--- config.mk ---
export PLATFORM = sky130hd
export DESIGN_NAME = imem_fetch_ctrl
export DESIGN_NICKNAME = d
export VERILOG_FILES = /design/src/rtl/cpu_pkg.sv /design/src/rtl/fetch_queue.sv /design/src/rtl/imem_fetch_ctrl.sv
export SDC_FILE = /design/constraint.sdc
export NUM_CORES = 1
export LEC_CHECK = 0
export BUFFER_PORTS_ARGS = -buffer_cell sky130_fd_sc_hd__buf_2
export CORE_AREA = 4 4 163 149
export DETAILED_ROUTE_END_ITERATION = 16
export DIE_AREA = 0 0 167 153
export GPL_ROUTABILITY_DRIVEN = 0
export GPL_TIMING_DRIVEN = 0
export PLACE_DENSITY_LB_ADDON = 0.08
export REMOVE_ABC_BUFFERS = 1
export SKIP_CTS_REPAIR_TIMING = 1
export SYNTH_ARGS = -nofsm -noshare
export SYNTH_HDL_FRONTEND = slang
export SYNTH_HIERARCHICAL = 1
export SYNTH_SLANG_ARGS = --single-unit
--- constraint.sdc ---
create_clock -name clk -period 2.45 [get_ports clk]
set_input_delay 0.49 -clock clk [delete_from_list [all_inputs] [get_ports clk]]
set_output_delay 0.49 -clock clk [all_outputs]
set_load 0.005 [all_outputs]
--- src/rtl/cpu_pkg.sv ---
// Shared CPU definitions: fetch states, IMEM geometry
// and the reset/base addresses of the instruction window.
package cpu_pkg;

  typedef enum logic [1:0] {
    RUN    = 2'd0,
    HALTED = 2'd1,
    FAULT  = 2'd2
  } fetch_state_t;

  localparam logic [31:0] RESET_PC_DFLT  = 32'h0040_0000;
  localparam logic [31:0] IMEM_BASE_DFLT = 32'h0040_0000;
  localparam int          IMEM_WORDS     = 2048;
  localparam logic [31:0] IMEM_BYTES     = 32'(IMEM_WORDS * 4);

endpackage

--- src/rtl/fetch_queue.sv ---
// Small FIFO with flush; head word is presented
// combinationally and reads as zero when empty.
module fetch_queue #(
  parameter int DEPTH = 2,
  parameter int W     = 64,
  localparam int AW   = $clog2(DEPTH),
  localparam int CW   = $clog2(DEPTH + 1)
) (
  input  logic          clk,
  input  logic          rst_n,
  input  logic          push,
  input  logic          pop,
  input  logic          flush,
  input  logic [W-1:0]  wdata,
  output logic [W-1:0]  rdata,
  output logic [CW-1:0] count
);

  logic [W-1:0]  mem [DEPTH];
  logic [AW-1:0] head;
  logic [AW-1:0] tail;

  function automatic logic [AW-1:0] nxt(
    input logic [AW-1:0] p
  );
    return (p == AW'(DEPTH - 1)) ? '0 : p + AW'(1);
  endfunction

  always_ff @(posedge clk or negedge rst_n) begin
    if (!rst_n) begin
      head  <= '0;
      tail  <= '0;
      count <= '0;
      for (int i = 0; i < DEPTH; i++)
        mem[i] <= '0;
    end else if (flush) begin
      head  <= '0;
      tail  <= '0;
      count <= '0;
    end else begin
      if (push) begin
        mem[tail] <= wdata;
        tail      <= nxt(tail);
      end
      if (pop)
        head <= nxt(head);
      count <= count + CW'(push) - CW'(pop);
    end
  end

  assign rdata = (count != '0) ? mem[head] : '0;

endmodule

--- src/rtl/imem_fetch_ctrl.sv ---
// Instruction fetch controller: owns the PC, reads IMEM,
// buffers words for decode, handles redirect/halt/fault.
module imem_fetch_ctrl
  import cpu_pkg::*;
#(
  parameter logic [31:0] RESET_PC  = RESET_PC_DFLT,
  parameter logic [31:0] IMEM_BASE = IMEM_BASE_DFLT
) (
  input  logic        clk,
  input  logic        rst_n,
  output logic [10:0] imem_addr,
  input  logic [31:0] imem_inst,
  output logic        inst_valid,
  output logic [31:0] inst,
  output logic [31:0] inst_pc,
  input  logic        inst_ready,
  input  logic        redirect_valid,
  input  logic [31:0] redirect_pc,
  input  logic        halt,
  output logic        fetch_fault
);

  fetch_state_t state;
  fetch_state_t state_n;
  logic [31:0]  pc;
  logic [31:0]  diff;
  logic [63:0]  head;
  logic [1:0]   count;
  logic         pop;
  logic         room;
  logic         pc_ok;
  logic         fetch;

  assign diff      = pc - IMEM_BASE;
  assign imem_addr = diff[12:2];
  assign pc_ok     = (pc[1:0] == 2'b00) && (diff < IMEM_BYTES);
  assign pop       = inst_valid && inst_ready;
  // A slot freed by this cycle's dequeue can be refilled now.
  assign room      = (count != 2'd2) || pop;

  always_comb begin
    state_n = state;
    fetch   = 1'b0;
    if (redirect_valid) begin
      state_n = halt ? HALTED : RUN;
    end else begin
      case (state)
        RUN: begin
          if (halt)
            state_n = HALTED;
          else if (!pc_ok)
            state_n = FAULT;
          else
            fetch = room;
        end
        HALTED: begin
          if (!halt)
            state_n = RUN;
        end
        FAULT:   state_n = FAULT;
        default: state_n = RUN;
      endcase
    end
  end

  always_ff @(posedge clk or negedge rst_n) begin
    if (!rst_n) begin
      state       <= RUN;
      pc          <= RESET_PC;
      fetch_fault <= 1'b0;
    end else begin
      state       <= state_n;
      fetch_fault <= (state_n == FAULT);
      if (redirect_valid)
        pc <= redirect_pc;
      else if (fetch)
        pc <= pc + 32'd4;
    end
  end

  fetch_queue #(
    .DEPTH(2),
    .W    (64)
  ) u_queue (
    .clk  (clk),
    .rst_n(rst_n),
    .push (fetch),
    .pop  (pop),
    .flush(redirect_valid),
    .wdata({imem_inst, pc}),
    .rdata(head),
    .count(count)
  );

  assign inst_valid = (count != 2'd0);
  assign inst       = head[63:32];
  assign inst_pc    = head[31:0];

endmodule

==> flow_metrics.tcl, run 1 <==
set metrics [dict create \
    status "finished with violations" \
    violations "setup timing" \
    io_buffers 145 \
    swShare_pct 29.1 \
    clock_sinks 167 \
    post-dp-hpwl_um 13000 \
    pin_count 146 \
    worstSetupEndpointType "flip-flop" \
    final_cells 1091 \
    synth_largest_area_cell "dfrtp_1" \
    holdWs_ps 0.956 \
    peakVddDrop_mv 0.407 \
    criticalPathCategory "reg -> reg" \
    synthFlopType "dfrtp_1" \
    die_w_um 167 \
    slew_violations 0 \
    rrSetupSlack_ps -120 \
    p_int_mw 4.76 \
    grtUsageMet3_pct 3.72 \
    fp.dieH_um 153 \
    synth-seq-area-share_pct 50.6 \
    dpl.cell_count 1020 \
    wl_per_cell_um 18.9 \
    rr_startpoint "u_queue/count[1]" \
    reg2reg_depth 9 \
    vias_per_cell 5.02 \
    critical-path-max-stage-delay_ps 570 \
    finalHoldViolations 0 \
    final_area_um2 10500 \
    tightestPinTransition_ps 790 \
    power.switching_mw 1.95 \
    synth_warnings 6 \
    path_clk_slew_ps 70 \
    drv_cap 0 \
    grt_use_met1_pct 21.0 \
    power_density_nw_per_um2 638 \
    p_clk_share_pct 39.0 \
    critPathArrivalTime_ps 2880 \
    drcViolationCount 0 \
    synth.top_cell.area_share_pct 50.2 \
    cts_tree "built" \
    path_buf_inv 4 \
    synth_seq_cells 167 \
    period_needed_ps 2570 \
    clk_latency_ps 430 \
    path_delay_family "simple AND/OR/NAND/NOR gates" \
    drive_gt1_share_pct 50.5 \
    syn2layout_area_growth_pct 27.3 \
    core_um2 22400 \
    finalSetupTns_ps -6160 \
    cp.required_ps 2760 \
    grt_use_met2_pct 24.8 \
    cts_buffers 17 \
    grt_pass1_vias 5870 \
    synthArstFlopShare_pct 100 \
    ant_nets 0 \
    grt_max_degree 97 \
    clockRootBuffer "clkbuf_16" \
    leakagePower_nw 5.02 \
    drt_iter0_drc 224 \
    cp.depth 9 \
    synth_cell_types 48 \
    dpl_cell_area_um2 9280 \
    track_usage_pct 15.4 \
    dr_total_vias 5478 \
    path_cells "nor3b_4, or4_4, nor4_4, nand3b_1, buf_6, buf_16, buf_16, buf_12, mux2_4" \
    power_frac_seq_pct 44.4 \
    crit_fanout 8 \
    worstReg2RegEnd "u_queue/mem[57]" \
    rsz0062_at_grt "yes" \
    synthTopCellsByCount "dfrtp_1, mux2_2, nor2_1" \
    slowest_stage "or4_4" \
    diodes 0 \
    dpl_worst_slack_ps -1920 \
    slew_headroom_pct 47.4 \
    grt_pass1_wl_um 31800 \
    setup_ws_ps -122 \
    start_kind "flip-flop" \
    dr.pass1.iters 4 \
    p_comb_share_pct 16.6 \
    grt_most_used_layer "met2" \
    netlist_area_um2 8270 \
    hold_class "in -> async" \
    synth_area_leaders "dfrtp_1, mux2_4, mux2_2, mux2i_1, nor2_1" \
    max_freq_mhz 389 \
    syn_area_per_cell_um2 13.6 \
    nFillCells 2102 \
    setup_violations 91 \
    synth_cells 610 \
    yosysMostFrequentCell "dfrtp_1" \
    die_area_um2 25600 \
    skew_ps 10.7 \
    ctsHtreeMaxLevel 4 \
    grt-ovfl-total 0 \
    antenna_found_initial 1 \
    nNetsFinal 853 \
    routed_wl_um 20600 \
    synth-edff-count 0 \
    max-clock-path-buffers 2 \
    period_share_pct 105 \
    core.rowCount 52 \
    floorplan.initialDensity_pct 36.8 \
    cpMostUsedCell "buf_16" \
]
## power by group through the flow
stage	logic, mW	clock network [mW]	registers (mW)
finish	1.11	2.62	2.98
CTS	0.971	2.71	3.03
global placement	0.767	0	3.14
floorplan	0.457	0	3.06
detailed placement	0.967	0	3.08
global route	1.21	2.82	3.00
## state kept, by name (all words and copies together), names as in the netlist
| signal | flops |
|---|---|
| fetch_fault | 1 |
| pc | 32 |
| state | 2 |
| u_queue/count | 2 |
| u_queue/head | 1 |
| u_queue/mem | 128 |
| u_queue/tail | 1 |
## how the worst max path moves through the flow
stage | startpoint | end | slack, ps
final | u_queue/count[1] | u_queue/mem[57] | -120
after global routing | u_queue/count[1] | u_queue/mem[67] | -190
after CTS | pc[22] | u_queue/mem[50] | -1960
after detailed placement | pc[22] | u_queue/mem[49] | -1920
after global placement | pc[22] | u_queue/mem[97] | -5710
after floorplan | pc[22] | u_queue/mem[0] | -2720
## metrics by stage
stage	power [mW]	utilization (%)
global route	7.03	46.9
floorplan	3.52	-
finish	6.72	46.9
global placement	3.91	39.6
CTS	6.70	43.9
detailed placement	4.05	41.3
## per-layer routing
| layer | vias up | wire length [um] |
|---|---|---|
| met5 | - | 13 |
| met3 | 16 | 946 |
| met4 | 2 | 196 |
| met1 | 2797 | 9610 |
| met2 | 143 | 9880 |
| li1 | 2520 | - |
## logic make-up after synthesis
logic type,synth area share [%]
adder cells (fa/ha/maj),0.454
multiplexers,31.1
AO/OA/AOI/OAI,2.66
buffers and inverters,5.86
AND/OR/NAND/NOR,8.90
flip-flops,50.6
XOR/XNOR,0.484
## final cells by class
cell class	instances	area (um^2)	area share, %
repair buffers	199	1530	14.5
clock inverters	14	138	1.31
well taps	297	372	3.53
inverters	5	18.8	0.178
clock buffers	18	429	4.08
multi-input cells	391	3850	36.6
flip-flops and latches	167	4190	39.8
## layout by cell type, fill, tap and decap left out, types with 5 or more instances in the layout
cell type,synthesis,final
dfrtp_1,166,163
buf_12,12,10
nor2_1,74,73
buf_6,2,11
buf_2,12,143
mux2_4,70,108
o31ai_1,8,8
clkbuf_16,0,20
buf_4,16,21
nand3_1,11,11
nand4_1,15,15
buf_16,0,8
a21oi_1,5,5
mux2_2,78,40
nor2b_1,6,6
mux2i_1,64,64
inv_6,0,6
Power figures use the tool's default switching activity.
==> run 2, diff against run 1 <==
- PLACE_DENSITY_LB_ADDON: 0.08 -> 0.05
==> flow_metrics.tcl, run 2 (synthesis results as in run 1) <==
set metrics [dict create \
    routed_wl_um 21300 \
    largest-register "u_queue/mem" \
    crit_end "u_queue/mem[107]" \
    clockRootBuffer "clkbuf_16" \
    floorplan.initialDensity_pct 36.8 \
    layout_common_cells "dfrtp_1, buf_2, mux2_4, nor2_1, mux2i_1" \
    finalHoldViolations 0 \
    clk_latency_ps 420 \
    p_comb_share_pct 15.6 \
    setup_violations 120 \
    p_total_mw 7.00 \
    diodes 0 \
    crit_path_start "u_queue/count[1]" \
    p_clk_share_pct 41.9 \
    ant_nets 0 \
    leakagePower_nw 5.15 \
    period_needed_ps 2660 \
    worstReg2RegEnd "u_queue/mem[107]" \
    clock_sinks 167 \
    critPathArrivalTime_ps 2960 \
    criticalPathCategory "reg -> reg" \
    p_int_mw 5.12 \
    fp.dieH_um 153 \
    cts_tree "built" \
    fin_util_pct 48.1 \
    wl_per_cell_um 19.3 \
    drcViolationCount 0 \
    crit_fanout 8 \
    final_cells 1104 \
    swShare_pct 26.8 \
    reg_top3 "u_queue/mem: 128 flops, pc: 32 flops" \
    grt-ovfl-total 0 \
    pin_count 146 \
    power_density_nw_per_um2 648 \
    worstSetupEndpointType "flip-flop" \
    drive_gt1_share_pct 51.3 \
    path_clk_slew_ps 70 \
    rr_startpoint "u_queue/count[1]" \
    cts_buffers 17 \
    regArea_um2 4190 \
    io_buffers 145 \
    nFillCells 2029 \
    drt_iter0_drc 313 \
    dpl_cell_area_um2 9260 \
    cp.required_ps 2750 \
    antenna_found_initial 0 \
    rrSetupSlack_ps -210 \
    grt_pass1_wl_um 32200 \
    skew_ps 12.9 \
    hold_class "in -> reg" \
    holdWs_ps 295 \
    power_frac_seq_pct 42.6 \
    status "finished with violations" \
    period_share_pct 109 \
    grt_pass1_vias 5852 \
    setup_ws_ps -210 \
    multiInputGateArea_um2 3890 \
    dr.pass1.iters 4 \
    max_freq_mhz 376 \
    tightestPinTransition_ps 1280 \
    die_area_um2 25600 \
    largest_register_ffs 128 \
    syn2layout_area_growth_pct 30.6 \
    power.switching_mw 1.88 \
    dpl.cell_count 1021 \
    ctsHtreeMaxLevel 4 \
    drv_cap 0 \
    final_common_cell "dfrtp_1" \
    rsz0062_at_grt "yes" \
    reg2reg_depth 8 \
    post-dp-hpwl_um 13000 \
    dr_total_vias 5466 \
    core.rowCount 52 \
    core_um2 22400 \
    violations "setup timing" \
    vias_per_cell 4.95 \
    slew_headroom_pct 14.9 \
    track_usage_pct 15.6 \
    die_w_um 167 \
    slew_violations 0 \
    final_area_um2 10800 \
    grt_max_degree 116 \
    max-clock-path-buffers 2 \
    finalSetupTns_ps -13020 \
    peakVddDrop_mv 0.326 \
    start_kind "flip-flop" \
    nNetsFinal 866 \
    dpl_worst_slack_ps -1910 \
    hold_path.startpoint "redirect_pc[0]" \
]
run 2: cell types whose count changed in the layout (fill, tap and decap cells not counted), sizes merged, moves of 3 or more:
| cell | previous run | this run |
|---|---|---|
| bufinv | 1 | 4 |
| inv | 12 | 5 |
| buf | 195 | 206 |
| clkbuf | 22 | 28 |
run 2: power groups by stage:
stage	combinational (mW)	clock, mW	sequential [mW]
6_report	1.09	2.93	2.98
5_1_grt	1.19	3.12	2.99
4_1_cts	0.946	3.01	3.03
3_5_place_dp	0.941	0	3.08
3_3_place_gp	0.768	0	3.14
2_1_floorplan	0.457	0	3.06
run 2: worst max-delay path: stages (launching register included):
cell and delay (ps):
dfrtp_2 420, nor3b_4 160, or4_4 590, nor4_4 270, nor3b_4 310, buf_6 170
buf_16 130, buf_4 160, mux2_4 300
run 2: how the worst min path moves through the flow:
stage | slack, ps | cells after the start | to
final | 300 | 2 | pc[0]
after CTS | -20 | 1 | u_queue/mem[62]
after floorplan | 190 | 0 | fetch_fault
after detailed placement | 440 | 1 | u_queue/mem[62]
after global placement | 490 | 1 | u_queue/mem[63]
after global routing | 280 | 2 | pc[18]
run 2: routing by layer:
layer	share of wire [%]	vias up	global-route usage, %	routed length (um)
li1	-	2549	-	-
met5	0	-	0	0
met1	48	2767	21.5	10200
met4	0.97	0	4.29	207
met2	46	134	24.7	9910
met3	4.6	16	3.93	983
run 2: final cells by class:
class | instances | share of cell area [%]
clock buffers | 22 | 4.39
clock inverters | 10 | 1.55
inverters | 5 | 0.220
flip-flops and latches | 167 | 38.8
multi-input cells | 390 | 36.0
well taps | 297 | 3.44
repair buffers | 213 | 15.6
==> run 3, diff against run 2 <==
- REMOVE_ABC_BUFFERS: 1 -> unset
==> flow_metrics.tcl, run 3 (synthesis results as in run 1) <==
set metrics [dict create \
    max_freq_mhz 369 \
    max-clock-path-buffers 2 \
    dpl.cell_count 1053 \
    path_delay_family "simple AND/OR/NAND/NOR gates" \
    final_common_cell "dfrtp_1" \
    track_usage_pct 16.3 \
    grt_max_degree 85 \
    skew_ps 10.9 \
    worstSetupEndpointType "flip-flop" \
    critical-path-max-stage-delay_ps 580 \
    path_clk_slew_ps 70 \
    power_density_nw_per_um2 657 \
    cts_tree "built" \
    drive_gt1_share_pct 48.7 \
    core_um2 22400 \
    tightestPinTransition_ps 777 \
    violations "setup timing" \
    setup_ws_ps -259 \
    dr_wl_met3_um 879 \
    post-dp-hpwl_um 14200 \
    drv_cap 0 \
    crit_fanout 10 \
    ctsHtreeMaxLevel 4 \
    path_cells "nor4b_4, nand4_1, buf_6, nor4_4, nor3b_2, buf_6, buf_12, mux2_2" \
    syn2layout_area_growth_pct 23.5 \
    wl_met2_um 10100 \
    drcViolationCount 0 \
    cp.required_ps 2770 \
    rr_startpoint "pc[22]" \
    reg_top3 "u_queue/mem: 128 flops, pc: 32 flops" \
    slowest_stage "dfstp_2" \
    setup_violations 130 \
    clockRootBuffer "clkbuf_16" \
    regArea_um2 4180 \
    rrSetupSlack_ps -260 \
    peakVddDrop_mv 0.405 \
    grt_pass1_wl_um 33300 \
    syn_nets 682 \
    nNetsFinal 852 \
    largest-register "u_queue/mem" \
    dr_total_vias 5443 \
    worstReg2RegEnd "u_queue/mem[73]" \
    clk_latency_ps 430 \
    dr.pass1.iters 5 \
    clock_sinks 167 \
    die_area_um2 25600 \
    io_buffers 145 \
    multiInputGateArea_um2 3770 \
    hold_class "in -> async" \
    criticalPathCategory "reg -> reg" \
    floorplan.initialDensity_pct 36.8 \
    layout_common_cells "dfrtp_1, buf_2, mux2_4, nor2_1, mux2i_1" \
    slew_violations 0 \
    finalHoldViolations 0 \
    top_layer "met5" \
    slew_headroom_pct 48.2 \
    status "finished with violations" \
    vias_per_cell 4.99 \
    diodes 0 \
    drt_iter0_drc 288 \
    wl_per_cell_um 19.2 \
    largest_register_ffs 128 \
    core.rowCount 52 \
    final_cells 1090 \
    leakagePower_nw 4.89 \
    period_needed_ps 2710 \
    ant_nets 0 \
    start_kind "flip-flop" \
    holdWs_ps 40.1 \
    antenna_found_initial 1 \
    path_buf_inv 3 \
    fp.dieH_um 153 \
    routed_wl_um 21000 \
    rsz0062_at_grt "yes" \
    cts_buffers 17 \
    critPathArrivalTime_ps 3030 \
    die_w_um 167 \
    grt-ovfl-total 0 \
    period_share_pct 111 \
    reg2reg_depth 8 \
    nFillCells 2093 \
    pin_count 146 \
    grt_pass1_vias 6018 \
    cpMostUsedCell "buf_6" \
    m1WireLength_um 9720 \
]
==> run 3: worst register-to-register path: stages (launching register included) <==
cell and delay [ps]:
dfstp_2 580, nor4b_4 290, nand4_1 240, buf_6 200
nor4_4 310, nor3b_2 240, buf_6 220, buf_12 170
mux2_2 340
==> run 3: how the worst max path moves through the flow <==
stage	from	to	slack, ps	depth (start not counted)
3_5_place_dp	pc[22]	u_queue/mem[88]	-810	8
4_1_cts	pc[22]	u_queue/mem[64]	-850	8
2_1_floorplan	pc[22]	u_queue/mem[109]	8	8
3_3_place_gp	rst_n	pc[20]	-1780	1
6_report	pc[22]	u_queue/mem[73]	-260	8
5_1_grt	pc[22]	u_queue/mem[73]	-390	8
==> run 3: final cells by class <==
| class | count | area share (%) |
|---|---|---|
| Multi-Input combinational cell | 390 | 36.9 |
| Timing Repair Buffer | 151 | 7.84 |
| Clock buffer | 20 | 4.47 |
| Buffer | 48 | 4.62 |
| Sequential cell | 167 | 40.9 |
| Clock inverter | 12 | 1.38 |
| Inverter | 5 | 0.184 |
| Tap cell | 297 | 3.64 |
==> run 3: layer usage <==
layer | up-vias | GRT usage, %
met3 | 23 | 3.72
li1 | 2540 | -
met2 | 123 | 26.8
met4 | 2 | 4.32
met1 | 2755 | 21.8
met5 | - | 0
==> run 3: through the flow <==
| stage | setup WS [ps] | setup TNS, ps | instance area, um^2 | total power, mW | util, % |
|---|---|---|---|---|---|
| final | -259 | -28020 | 10200 | 6.71 | 45.5 |
| after detailed placement | -810 | -88930 | 9420 | 4.03 | 42.0 |
| after global routing | -395 | -46490 | 10200 | 7.02 | 45.5 |
| after global placement | -1780 | -375360 | 9380 | 4.00 | 41.8 |
| after CTS | -848 | -112940 | 10000 | 6.80 | 44.6 |
| after floorplan | 8.14 | 0 | 8280 | 3.59 | - |
==> run 3: report_power, final <==
part           internal, mW  leakage [nW]  switching (mW)
Sequential             2.84          2.24           0.126
Clock                  1.57         0.276            1.16
Combinational         0.409          2.38           0.604
Total                  4.82          4.89            1.89
